### src/rtl/button_debouncer_n_if.sv
// Button debouncer bundle: raw pins in, debounced level/edge/long-press flags out.
// master = control-side user (drives the pins in a bench), slave = the debouncer.
interface button_debouncer_n_if #(
  parameter int CHANNELS = 4
);
  logic [CHANNELS-1:0] button_pin;
  logic [CHANNELS-1:0] level;
  logic [CHANNELS-1:0] rising_edge;
  logic [CHANNELS-1:0] falling_edge;
  logic [CHANNELS-1:0] pressed;
  logic [CHANNELS-1:0] long_press;

  modport master (
    output button_pin,
    input  level,
    input  rising_edge,
    input  falling_edge,
    input  pressed,
    input  long_press
  );

  modport slave (
    input  button_pin,
    output level,
    output rising_edge,
    output falling_edge,
    output pressed,
    output long_press
  );
endinterface

### src/rtl/button_debouncer_n.sv
// Multi-channel button debouncer on the pll_clk domain.
// Each channel: SYNC_STAGES-flop synchroniser, a STABLE/CONFIRM FSM that only
// accepts a new level after it has been seen for 2**COUNT_BITS consecutive
// cycles (any bounce restarts the window), edge pulses registered with the
// level, and a saturating hold counter that fires one long_press pulse
// 2**LONG_BITS-1 cycles into a press.
module button_debouncer_n #(
  parameter int                   CHANNELS    = 4,
  parameter int                   COUNT_BITS  = 15,
  parameter int                   SYNC_STAGES = 2,
  parameter int                   LONG_BITS   = 24,
  parameter logic [CHANNELS-1:0]  IDLE_LEVEL  = '1
) (
  input  logic                clk,
  input  logic                resetn,
  button_debouncer_n_if.slave bus
);

  typedef enum logic [0:0] {
    ST_STABLE  = 1'b0,
    ST_CONFIRM = 1'b1
  } state_t;

  localparam logic [COUNT_BITS-1:0] CNT_MAX   = {COUNT_BITS{1'b1}};
  localparam logic [COUNT_BITS-1:0] CNT_ONE   = COUNT_BITS'(1);
  localparam logic [LONG_BITS-1:0]  HOLD_MAX  = {LONG_BITS{1'b1}};
  localparam logic [LONG_BITS-1:0]  HOLD_FIRE = HOLD_MAX - LONG_BITS'(1);

  // Confirm counter step; the FSM never calls it at CNT_MAX, the guard just
  // makes the no-wrap property local to the function.
  function automatic logic [COUNT_BITS-1:0] cnt_inc(input logic [COUNT_BITS-1:0] v);
    cnt_inc = (v == CNT_MAX) ? v : v + CNT_ONE;
  endfunction

  // Hold counter step, saturating at all-ones so a very long press never wraps
  // back through the long-press threshold.
  function automatic logic [LONG_BITS-1:0] hold_sat_inc(input logic [LONG_BITS-1:0] v);
    hold_sat_inc = (v == HOLD_MAX) ? v : v + LONG_BITS'(1);
  endfunction

  for (genvar ch = 0; ch < CHANNELS; ch++) begin : g_ch
    localparam logic IDLE = IDLE_LEVEL[ch];

    logic [SYNC_STAGES-1:0] sync_p0;
    logic                   s_p1;
    state_t                 state_p1;
    logic [COUNT_BITS-1:0]  cnt_p1;
    logic                   level_p1;
    logic                   rise_p1;
    logic                   fall_p1;
    logic                   accept;
    logic                   level_nxt;
    logic                   held;
    logic [LONG_BITS-1:0]   hc_p2;
    logic                   pressed_p2;
    logic                   long_p2;

    // ---- stage 0: synchroniser, reset to the released level so a reset
    // never looks like a press.
    always_ff @(posedge clk or negedge resetn) begin
      if (!resetn) begin
        sync_p0 <= {SYNC_STAGES{IDLE}};
      end else begin
        sync_p0 <= {sync_p0[SYNC_STAGES-2:0], bus.button_pin[ch]};
      end
    end

    assign s_p1 = sync_p0[SYNC_STAGES-1];

    // Look-ahead of the FSM's level update, used by the hold counter so it can
    // clear on the same edge a press ends.
    always_comb begin
      accept    = 1'b0;
      level_nxt = level_p1;
      if (state_p1 == ST_CONFIRM && s_p1 != level_p1 && cnt_p1 == CNT_MAX) begin
        accept    = 1'b1;
        level_nxt = s_p1;
      end
      held = (level_p1 != IDLE) && (level_nxt != IDLE);
    end

    // ---- stage 1: confirm FSM, debounced level and its edge pulses.
    always_ff @(posedge clk or negedge resetn) begin
      if (!resetn) begin
        state_p1 <= ST_STABLE;
        cnt_p1   <= '0;
        level_p1 <= IDLE;
        rise_p1  <= 1'b0;
        fall_p1  <= 1'b0;
      end else begin
        rise_p1 <= 1'b0;
        fall_p1 <= 1'b0;
        case (state_p1)
          ST_STABLE: begin
            if (s_p1 != level_p1) begin
              state_p1 <= ST_CONFIRM;
              cnt_p1   <= CNT_ONE;
            end
          end
          ST_CONFIRM: begin
            if (s_p1 == level_p1) begin
              // Bounced back inside the window: drop the candidate quietly.
              state_p1 <= ST_STABLE;
              cnt_p1   <= '0;
            end else if (cnt_p1 != CNT_MAX) begin
              cnt_p1 <= cnt_inc(cnt_p1);
            end else begin
              level_p1 <= s_p1;
              rise_p1  <= s_p1;
              fall_p1  <= ~s_p1;
              cnt_p1   <= '0;
              state_p1 <= ST_STABLE;
            end
          end
          default: begin
            state_p1 <= ST_STABLE;
            cnt_p1   <= '0;
          end
        endcase
      end
    end

    // ---- stage 2: pressed flag, hold counter and one-shot long-press pulse.
    always_ff @(posedge clk or negedge resetn) begin
      if (!resetn) begin
        hc_p2      <= '0;
        pressed_p2 <= 1'b0;
        long_p2    <= 1'b0;
      end else begin
        pressed_p2 <= (level_nxt != IDLE);
        long_p2    <= 1'b0;
        if (!held) begin
          hc_p2 <= '0;
        end else begin
          hc_p2   <= hold_sat_inc(hc_p2);
          long_p2 <= (hc_p2 == HOLD_FIRE);
        end
      end
    end

    assign bus.level[ch]        = level_p1;
    assign bus.rising_edge[ch]  = rise_p1;
    assign bus.falling_edge[ch] = fall_p1;
    assign bus.pressed[ch]      = pressed_p2;
    assign bus.long_press[ch]   = long_p2;

    logic unused_accept;
    assign unused_accept = accept;
  end

endmodule
### src/flat_wrapper.sv
// flat-port wrapper written by rule: the top's interface ports become plain ports
module button_debouncer_n_flat 
#(
  parameter int                   CHANNELS    = 4,
  parameter int                   COUNT_BITS  = 15,
  parameter int                   SYNC_STAGES = 2,
  parameter int                   LONG_BITS   = 24,
  parameter logic [CHANNELS-1:0]  IDLE_LEVEL  = '1
)
  (clk, resetn, bus_button_pin, bus_level, bus_rising_edge, bus_falling_edge, bus_pressed, bus_long_press);
  button_debouncer_n_if #(.CHANNELS(CHANNELS)) bus_i ();
  input  logic clk;
  input  logic resetn;
  input wire logic [$bits(bus_i.button_pin)-1:0] bus_button_pin;
  output wire logic [$bits(bus_i.level)-1:0] bus_level;
  output wire logic [$bits(bus_i.rising_edge)-1:0] bus_rising_edge;
  output wire logic [$bits(bus_i.falling_edge)-1:0] bus_falling_edge;
  output wire logic [$bits(bus_i.pressed)-1:0] bus_pressed;
  output wire logic [$bits(bus_i.long_press)-1:0] bus_long_press;
  assign bus_i.button_pin = bus_button_pin;
  assign bus_level = bus_i.level;
  assign bus_rising_edge = bus_i.rising_edge;
  assign bus_falling_edge = bus_i.falling_edge;
  assign bus_pressed = bus_i.pressed;
  assign bus_long_press = bus_i.long_press;
  button_debouncer_n #(.CHANNELS(CHANNELS), .COUNT_BITS(COUNT_BITS), .SYNC_STAGES(SYNC_STAGES), .LONG_BITS(LONG_BITS), .IDLE_LEVEL(IDLE_LEVEL)) u_core (.clk(clk), .resetn(resetn), .bus(bus_i));
endmodule
### config.mk
export PLATFORM = sky130hd
export DESIGN_NAME = button_debouncer_n_flat
export DESIGN_NICKNAME = d
export VERILOG_FILES = /design/src/rtl/button_debouncer_n_if.sv /design/src/rtl/button_debouncer_n.sv /design/src/flat_wrapper.sv
export SDC_FILE = /design/constraint.sdc
export NUM_CORES = 1
export LEC_CHECK = 0
export CAP_MARGIN = 10
export CORE_ASPECT_RATIO = 1.5
export CORE_UTILIZATION = 50
export CTS_CLUSTER_DIAMETER = 60
export DETAILED_ROUTE_END_ITERATION = 6
export PLACE_DENSITY = 0.69
export SYNTH_ARGS = -nofsm -noshare
export SYNTH_HDL_FRONTEND = slang
export SYNTH_SLANG_ARGS = --single-unit
### constraint.sdc
create_clock -name clk -period 3.1 [get_ports clk]
set_clock_uncertainty 0.05 [all_clocks]
set_input_delay 0.775 -clock clk [delete_from_list [all_inputs] [get_ports clk]]
set_output_delay 0.775 -clock clk [all_outputs]
set_load 0.05 [all_outputs]
# After elaboration in Yosys (flattened, before gate mapping)
# Index checks and enable logic that the tools add are counted.
dict set report op_classes {
  n_addsub 8
  n_eq_ne 36
  muxes 76
  bitwise_logic 24
  n_reduce_logical 20
}
# op n
set ops {}
lappend ops {{$mux W15} 16}
lappend ops {{$eq A24 B24 Y1 const B} 8}
lappend ops {{$mux W24} 8}
lappend ops {{$pmux W15 S2} 4}
lappend ops {{$add A24 B1 Y24 const B} 4}
lappend ops {{$add A15 B1 Y15 const B} 4}
lappend ops {{$eq A15 B15 Y1 const B} 4}
lappend ops {{$ne A15 B15 Y1 const B} 4}
lappend ops {{$mux W1} 44}
lappend ops {{$not A1 Y1} 24}
lappend ops {{$ne A4 B4 Y1 const B} 4}
lappend ops {{$logic_and A1 B1 Y1} 12}
lappend ops {{$reduce_and A3 Y1} 4}
lappend ops {{$ne A2 B1 Y1 const B} 4}
lappend ops {{$ne A2 B2 Y1 const B} 4}
lappend ops {{$pmux W1 S2} 4}
lappend ops {{$reduce_and A2 Y1} 4}
lappend ops {{$eq A1 B1 Y1} 4}
lappend ops {{$ne A1 B1 Y1} 4}
dict set report totals {
  reg_bits 188
  inputBits 6
  output_inout_bits 20
  elab_cells 200
}

# Longest topological paths before layout
dict set report depth {
  ltp_word 7
  depth_mapped 8
  depth_no_buf 6
}

# Least setup slack after synthesis
# OpenSTA, ideal clock, no wires.
dict set report synth_path {
  path_type {reg2reg}
  from {register u_core.g_ch[0].cnt_p1[0]}
  to {register u_core.g_ch[0].cnt_p1[10]}
  setup_time_ps 121
  arrival_ps 1784
  required_time_ps 2929
  path_slack_ps 1145
  stages_incl_launch_ff 7
  n_path_buf 1
  synth_period_minus_slack_ps 1955
  path_cell_list {dfrtp_1 > ha_1 > nand4_1 > nor4b_2 > nor2_2 > buf_2 > a22o_1}
}
dict set report synth_between {
  elab_chain_cells 5
  elab_cells_between_ends 9
  classes_between {add/sub: 1; eq/ne: 3; mux: 4; reduce/logical: 1}
}
# element line
set synth_rtl {}
lappend synth_rtl {{start, declared} button_debouncer_n.sv:47} ;# logic [COUNT_BITS-1:0] cnt_p1;
lappend synth_rtl {{start signal, assigned} button_debouncer_n.sv:106} ;# cnt_p1 <= cnt_inc(cnt_p1);
lappend synth_rtl {{$add A15 B1 Y15} button_debouncer_n.sv:32} ;# cnt_inc = (v == CNT_MAX) ? v : v + CNT_ONE;
lappend synth_rtl {{$mux W15} button_debouncer_n.sv:32}
lappend synth_rtl {{$mux W15} button_debouncer_n.sv:105} ;# end else if (cnt_p1 != CNT_MAX) begin
lappend synth_rtl {{$mux W15} button_debouncer_n.sv:101} ;# if (s_p1 == level_p1) begin
lappend synth_rtl {{$pmux W15 S2} button_debouncer_n.sv:93} ;# case (state_p1)
# Parallel ways exist; a longest one is shown, timed or not. The select of a mux whose other input is x is not followed.
# A chain may end at the register's enable or synchronous reset.

# Worst setup path in the final report
dict set report layout_path {
  from {register u_core.g_ch[3].level_p1}
  to {output bus_level[3]}
}
# element line
set layout_lines {}
lappend layout_lines {{start, declared} button_debouncer_n.sv:48} ;# logic level_p1;
lappend layout_lines {{start signal, assigned} button_debouncer_n.sv:108} ;# level_p1 <= s_p1;
lappend layout_lines {{end, declared} flat_wrapper.sv:15} ;# output wire logic [$bits(bus_i.level)-1:0] bus_level;
# No word-level cell between the ends.

==> impl_metrics.env <==
export IMPL_cts_reportedPaths_clkPinSlew_ns=0.07
export IMPL_die_width_um=115
export IMPL_crit_required_ns=2.27
export IMPL_num_antenna_cells=0
export IMPL_result_of_the_run="completed"
export IMPL_row_count=61
export IMPL_critical_path_top_delay_family="buffers and inverters"
export IMPL_rr_worst_depth=7
export IMPL_power_per_cell_area_nw_per_um2=486
export IMPL_dp_cells=1258
export IMPL_gpl_final_weighted_congestion=0.794
export IMPL_maxCapViolations=0
export IMPL_regToRegSetupSlack_ns=0.65
export IMPL_min_cycle_time_layout_ns=2.66
export IMPL_die_h_um=172
export IMPL_synth_edf_count=0
export IMPL_worst_r2r_startpoint="u_core.g_ch[1].cnt_p1[0]$_DFFE_PN0P_"
export IMPL_worst_slew_pin_slew_ns=0.727
export IMPL_cts_hold_buffers_added=0
export IMPL_dieArea_sq_um=19900
export IMPL_cts_htree_levels=4
export IMPL_drc_violation_count_after_routing=0
export IMPL_post_cts_setup_buffers=0
export IMPL_critical_path_slowest_cell="sky130_fd_sc_hd__clkdlybuf4s50_1"
export IMPL_maximum_number_of_pins_on_one_net_before_global_route_repair=58
export IMPL_vdd_ir_drop_worst_mv=0.402
export IMPL_placedInstanceArea_sq_um=10000
export IMPL_first_iter_violations=416
export IMPL_maxClockFrequency_mhz=376
export IMPL_timing_critical_path_to_type="output port"
export IMPL_timing_hold_worst_class="input port to asynchronous set/reset pin"
export IMPL_grt_pass1_vias=7183
export IMPL_vias=7535
export IMPL_synth_warning_count=0
export IMPL_m1WireLength_um=8410
export IMPL_grt_pass1_wl_um=32700
export IMPL_final_design_area_no_fill_sq_um=10700
export IMPL_final_net_count=1044
export IMPL_synth_lib_cells_used_distinct=61
export IMPL_antenna_violating_nets_post_route=0
export IMPL_utilization_pct=57.2
export IMPL_ys_ff_latch=188
export IMPL_detailedPlacementHpwl_um=12900
export IMPL_highest_signal_layer="met4"
export IMPL_worstReg2RegEnd="u_core.g_ch[1].cnt_p1[13]$_DFFE_PN0P_"
export IMPL_num_io_pins=26
export IMPL_cp_cell_sequence="clkdlybuf4s50_1"
export IMPL_drt_pass1_iter_count=4
export IMPL_wl_met2_um=9680
export IMPL_clk_path_buf_depth=2
export IMPL_seq_area_frac_synth_pct=48.9
export IMPL_layout_cells_non_filler=1291
export IMPL_routed_via_density=5.84
export IMPL_antenna_found_initial=0
export IMPL_leakage_uw=0.00438
export IMPL_final_hold_viol_count=0
export IMPL_globalRoute_totalOverflow=0
export IMPL_crit_path_end="bus_level[3]"
export IMPL_cp_data_arrival_time_ns=1.83
export IMPL_timing_setup_critical_path_class="flop to output port"
export IMPL_timing_final_max_slew_violations=0
export IMPL_critical_path_buf_inv_count=1
export IMPL_max_slew_margin_rel_pct=51.4
export IMPL_clk_latency_ns=0.43
export IMPL_initial_utilization_pct=51.7
export IMPL_totalNegativeSetupSlack_ns=0
export IMPL_cts_root_buffer_cell="sky130_fd_sc_hd__clkbuf_16"
export IMPL_async_flop_share_pct=100
export IMPL_post_route_period_util_pct=85.7
export IMPL_wl_um=18800
export IMPL_post_synth_instance_area_sq_um=9660
export IMPL_layout_drive_gt1_share_pct=8.18
export IMPL_critical_path_max_stage_delay_ns=0.81
export IMPL_synthToLayoutAreaGrowth_pct=10.8
export IMPL_fp_coreArea_sq_um=18700
export IMPL_setup_repair_after_global_routing_missed_its_margin="no"
export IMPL_clock_sink_count=188
export IMPL_critPathLaunch="u_core.g_ch[3].level_p1$_DFFE_PN1P_"
export IMPL_cts_inserted_buffers=17
export IMPL_cp_max_fo=7
export IMPL_cp_depth=1
export IMPL_io_buffer_count=25
export IMPL_cts_tree="built"
export IMPL_met3WireLength_um=388
export IMPL_worst_setup_path_start_kind="flop"
export IMPL_setup_viol=0
export IMPL_synth_area_per_cell_sq_um=9.46
export IMPL_postSynth_topFlopCell="sky130_fd_sc_hd__dfrtp_1"
export IMPL_syn_num_nets=1039
export IMPL_postSynthCellCount=1021
export IMPL_wire_per_inst_um=14.5
export IMPL_grt_util_overall_pct=20.4
export IMPL_ctsResizeCount=0
==> cell usage after synthesis (6+ instances only) <==
library cell	number	area (sq um)
sky130_fd_sc_hd__nand2b_1	6	37.5
sky130_fd_sc_hd__a21o_1	7	52.6
sky130_fd_sc_hd__inv_1	23	86.3
sky130_fd_sc_hd__o21ai_0	52	260
sky130_fd_sc_hd__a22o_1	11	96.3
sky130_fd_sc_hd__buf_2	15	75.1
sky130_fd_sc_hd__nand2_1	69	259
sky130_fd_sc_hd__nand4_1	52	325
sky130_fd_sc_hd__a21oi_1	68	340
sky130_fd_sc_hd__and2_1	7	43.8
sky130_fd_sc_hd__clkbuf_1	15	56.3
sky130_fd_sc_hd__or4_1	7	52.6
sky130_fd_sc_hd__ha_1	12	150
sky130_fd_sc_hd__xnor2_1	48	420
sky130_fd_sc_hd__nor4_1	14	87.6
sky130_fd_sc_hd__or2_2	8	50.1
sky130_fd_sc_hd__and3_1	28	175
sky130_fd_sc_hd__buf_4	21	158
sky130_fd_sc_hd__nor3_1	36	180
sky130_fd_sc_hd__dfstp_2	12	315
sky130_fd_sc_hd__o211ai_1	6	45.0
sky130_fd_sc_hd__and4_1	7	61.3
sky130_fd_sc_hd__a211oi_1	16	120
sky130_fd_sc_hd__dfrtp_1	176	4400
sky130_fd_sc_hd__xor2_1	17	149
sky130_fd_sc_hd__nand3_1	66	330
sky130_fd_sc_hd__nor2_1	108	405
sky130_fd_sc_hd__or3_1	24	150
sky130_fd_sc_hd__a31oi_1	29	181
==> routing by layer <==
layer	vias to the layer above	track usage [%]
met3	23	3.54
met4	0	7.45
met1	3712	24.8
li1	3721	-
met2	79	35.9
met5	-	0
==> per-stage QoR <==
stage | hold slack, ns | setup WS (ns) | total power [uW]
final | 0.262 | 0.443 | 5200
after global routing | 0.284 | 0.372 | 5400
after CTS | 0.267 | 0.424 | 5250
after detailed placement | 0.299 | 0.496 | 2850
after global placement | 0.297 | 0.529 | 2850
after floorplan | 0.295 | 1.14 | 2750
==> worst min-delay path by stage <==
stage                                                   start                              endpoint
after floorplan           u_core.g_ch[0].sync_p0[0]$_DFF_PN1_   u_core.g_ch[0].sync_p0[1]$_DFF_PN1_
after global placement    u_core.g_ch[2].sync_p0[0]$_DFF_PN1_   u_core.g_ch[2].sync_p0[1]$_DFF_PN1_
after detailed placement  u_core.g_ch[1].sync_p0[0]$_DFF_PN1_   u_core.g_ch[1].sync_p0[1]$_DFF_PN1_
after CTS                                              resetn  u_core.g_ch[3].cnt_p1[3]$_DFFE_PN0P_
after global routing                                   resetn      u_core.g_ch[1].fall_p1$_DFF_PN0_
final                                                  resetn  u_core.g_ch[3].cnt_p1[3]$_DFFE_PN0P_
==> final cells by class <==
| class | instances | area [sq um] |
|---|---|---|
| repair buffers | 38 | 368 |
| multi-input cells | 758 | 4560 |
| clock buffers | 19 | 453 |
| clock inverters | 13 | 201 |
| fillers | 1680 | 8000 |
| inverters | 23 | 86.3 |
| flip-flops and latches | 188 | 4720 |
| well taps | 252 | 315 |
==> power by group <==
group | total [uW] | internal (uW) | switching, uW
Sequential | 2600 | 2520 | 78.8
Clock | 2390 | 1420 | 972
Combinational | 210 | 78.3 | 132
==> cell usage in the layout (no fill, tap or decap), types with 3 or more instances in the layout <==
cell type / count
sky130_fd_sc_hd__or2_2: 8
sky130_fd_sc_hd__buf_4: 11
sky130_fd_sc_hd__a41oi_1: 5
sky130_fd_sc_hd__a211oi_1: 16
sky130_fd_sc_hd__inv_1: 23
sky130_fd_sc_hd__nand4_1: 52
sky130_fd_sc_hd__or3_1: 24
sky130_fd_sc_hd__and4_1: 7
sky130_fd_sc_hd__a31oi_1: 29
sky130_fd_sc_hd__nand2_1: 69
sky130_fd_sc_hd__and2_1: 7
sky130_fd_sc_hd__a21o_1: 7
sky130_fd_sc_hd__inv_6: 4
sky130_fd_sc_hd__xor2_1: 17
sky130_fd_sc_hd__nor3b_1: 5
sky130_fd_sc_hd__bufinv_16: 4
sky130_fd_sc_hd__nor4_1: 14
sky130_fd_sc_hd__a22o_1: 11
sky130_fd_sc_hd__a311oi_1: 4
sky130_fd_sc_hd__and3_1: 28
sky130_fd_sc_hd__ha_1: 12
sky130_fd_sc_hd__o211ai_1: 6
sky130_fd_sc_hd__clkbuf_16: 17
sky130_fd_sc_hd__xnor2_1: 48
sky130_fd_sc_hd__o31ai_1: 4
sky130_fd_sc_hd__nor2_1: 108
sky130_fd_sc_hd__o21a_1: 5
sky130_fd_sc_hd__nand3_1: 66
sky130_fd_sc_hd__dfstp_2: 12
sky130_fd_sc_hd__clkbuf_8: 3
sky130_fd_sc_hd__nor3_1: 36
sky130_fd_sc_hd__clkdlybuf4s50_1: 24
sky130_fd_sc_hd__nand2b_1: 6
sky130_fd_sc_hd__dfrtp_1: 176
sky130_fd_sc_hd__o21ai_0: 52
sky130_fd_sc_hd__a21oi_1: 68
sky130_fd_sc_hd__or4_1: 7
==> registers in the layout, indices dropped and copies added, names as in the netlist <==
name,count
u_core.g_ch.hc_p2,96
u_core.g_ch.cnt_p1,60
u_core.g_ch.sync_p0,8
u_core.g_ch.fall_p1,4
u_core.g_ch.level_p1,4
u_core.g_ch.long_p2,4
u_core.g_ch.pressed_p2,4
u_core.g_ch.rise_p1,4
u_core.g_ch.state_p1,4
==> cell families after synthesis <==
| kind of cell | Yosys count | share of synthesized area [%] |
|---|---|---|
| DFF | 188 | 48.9 |
| and+or+nand+nor | 458 | 25.0 |
| AOI/OAI and AO/OA | 219 | 14.3 |
| buffers and inverters | 75 | 3.94 |
| adders and majority gates | 12 | 1.55 |
| xor gates and xnor gates | 65 | 5.89 |
| muxes | 4 | 0.440 |
Power figures use the tool's default switching activity.
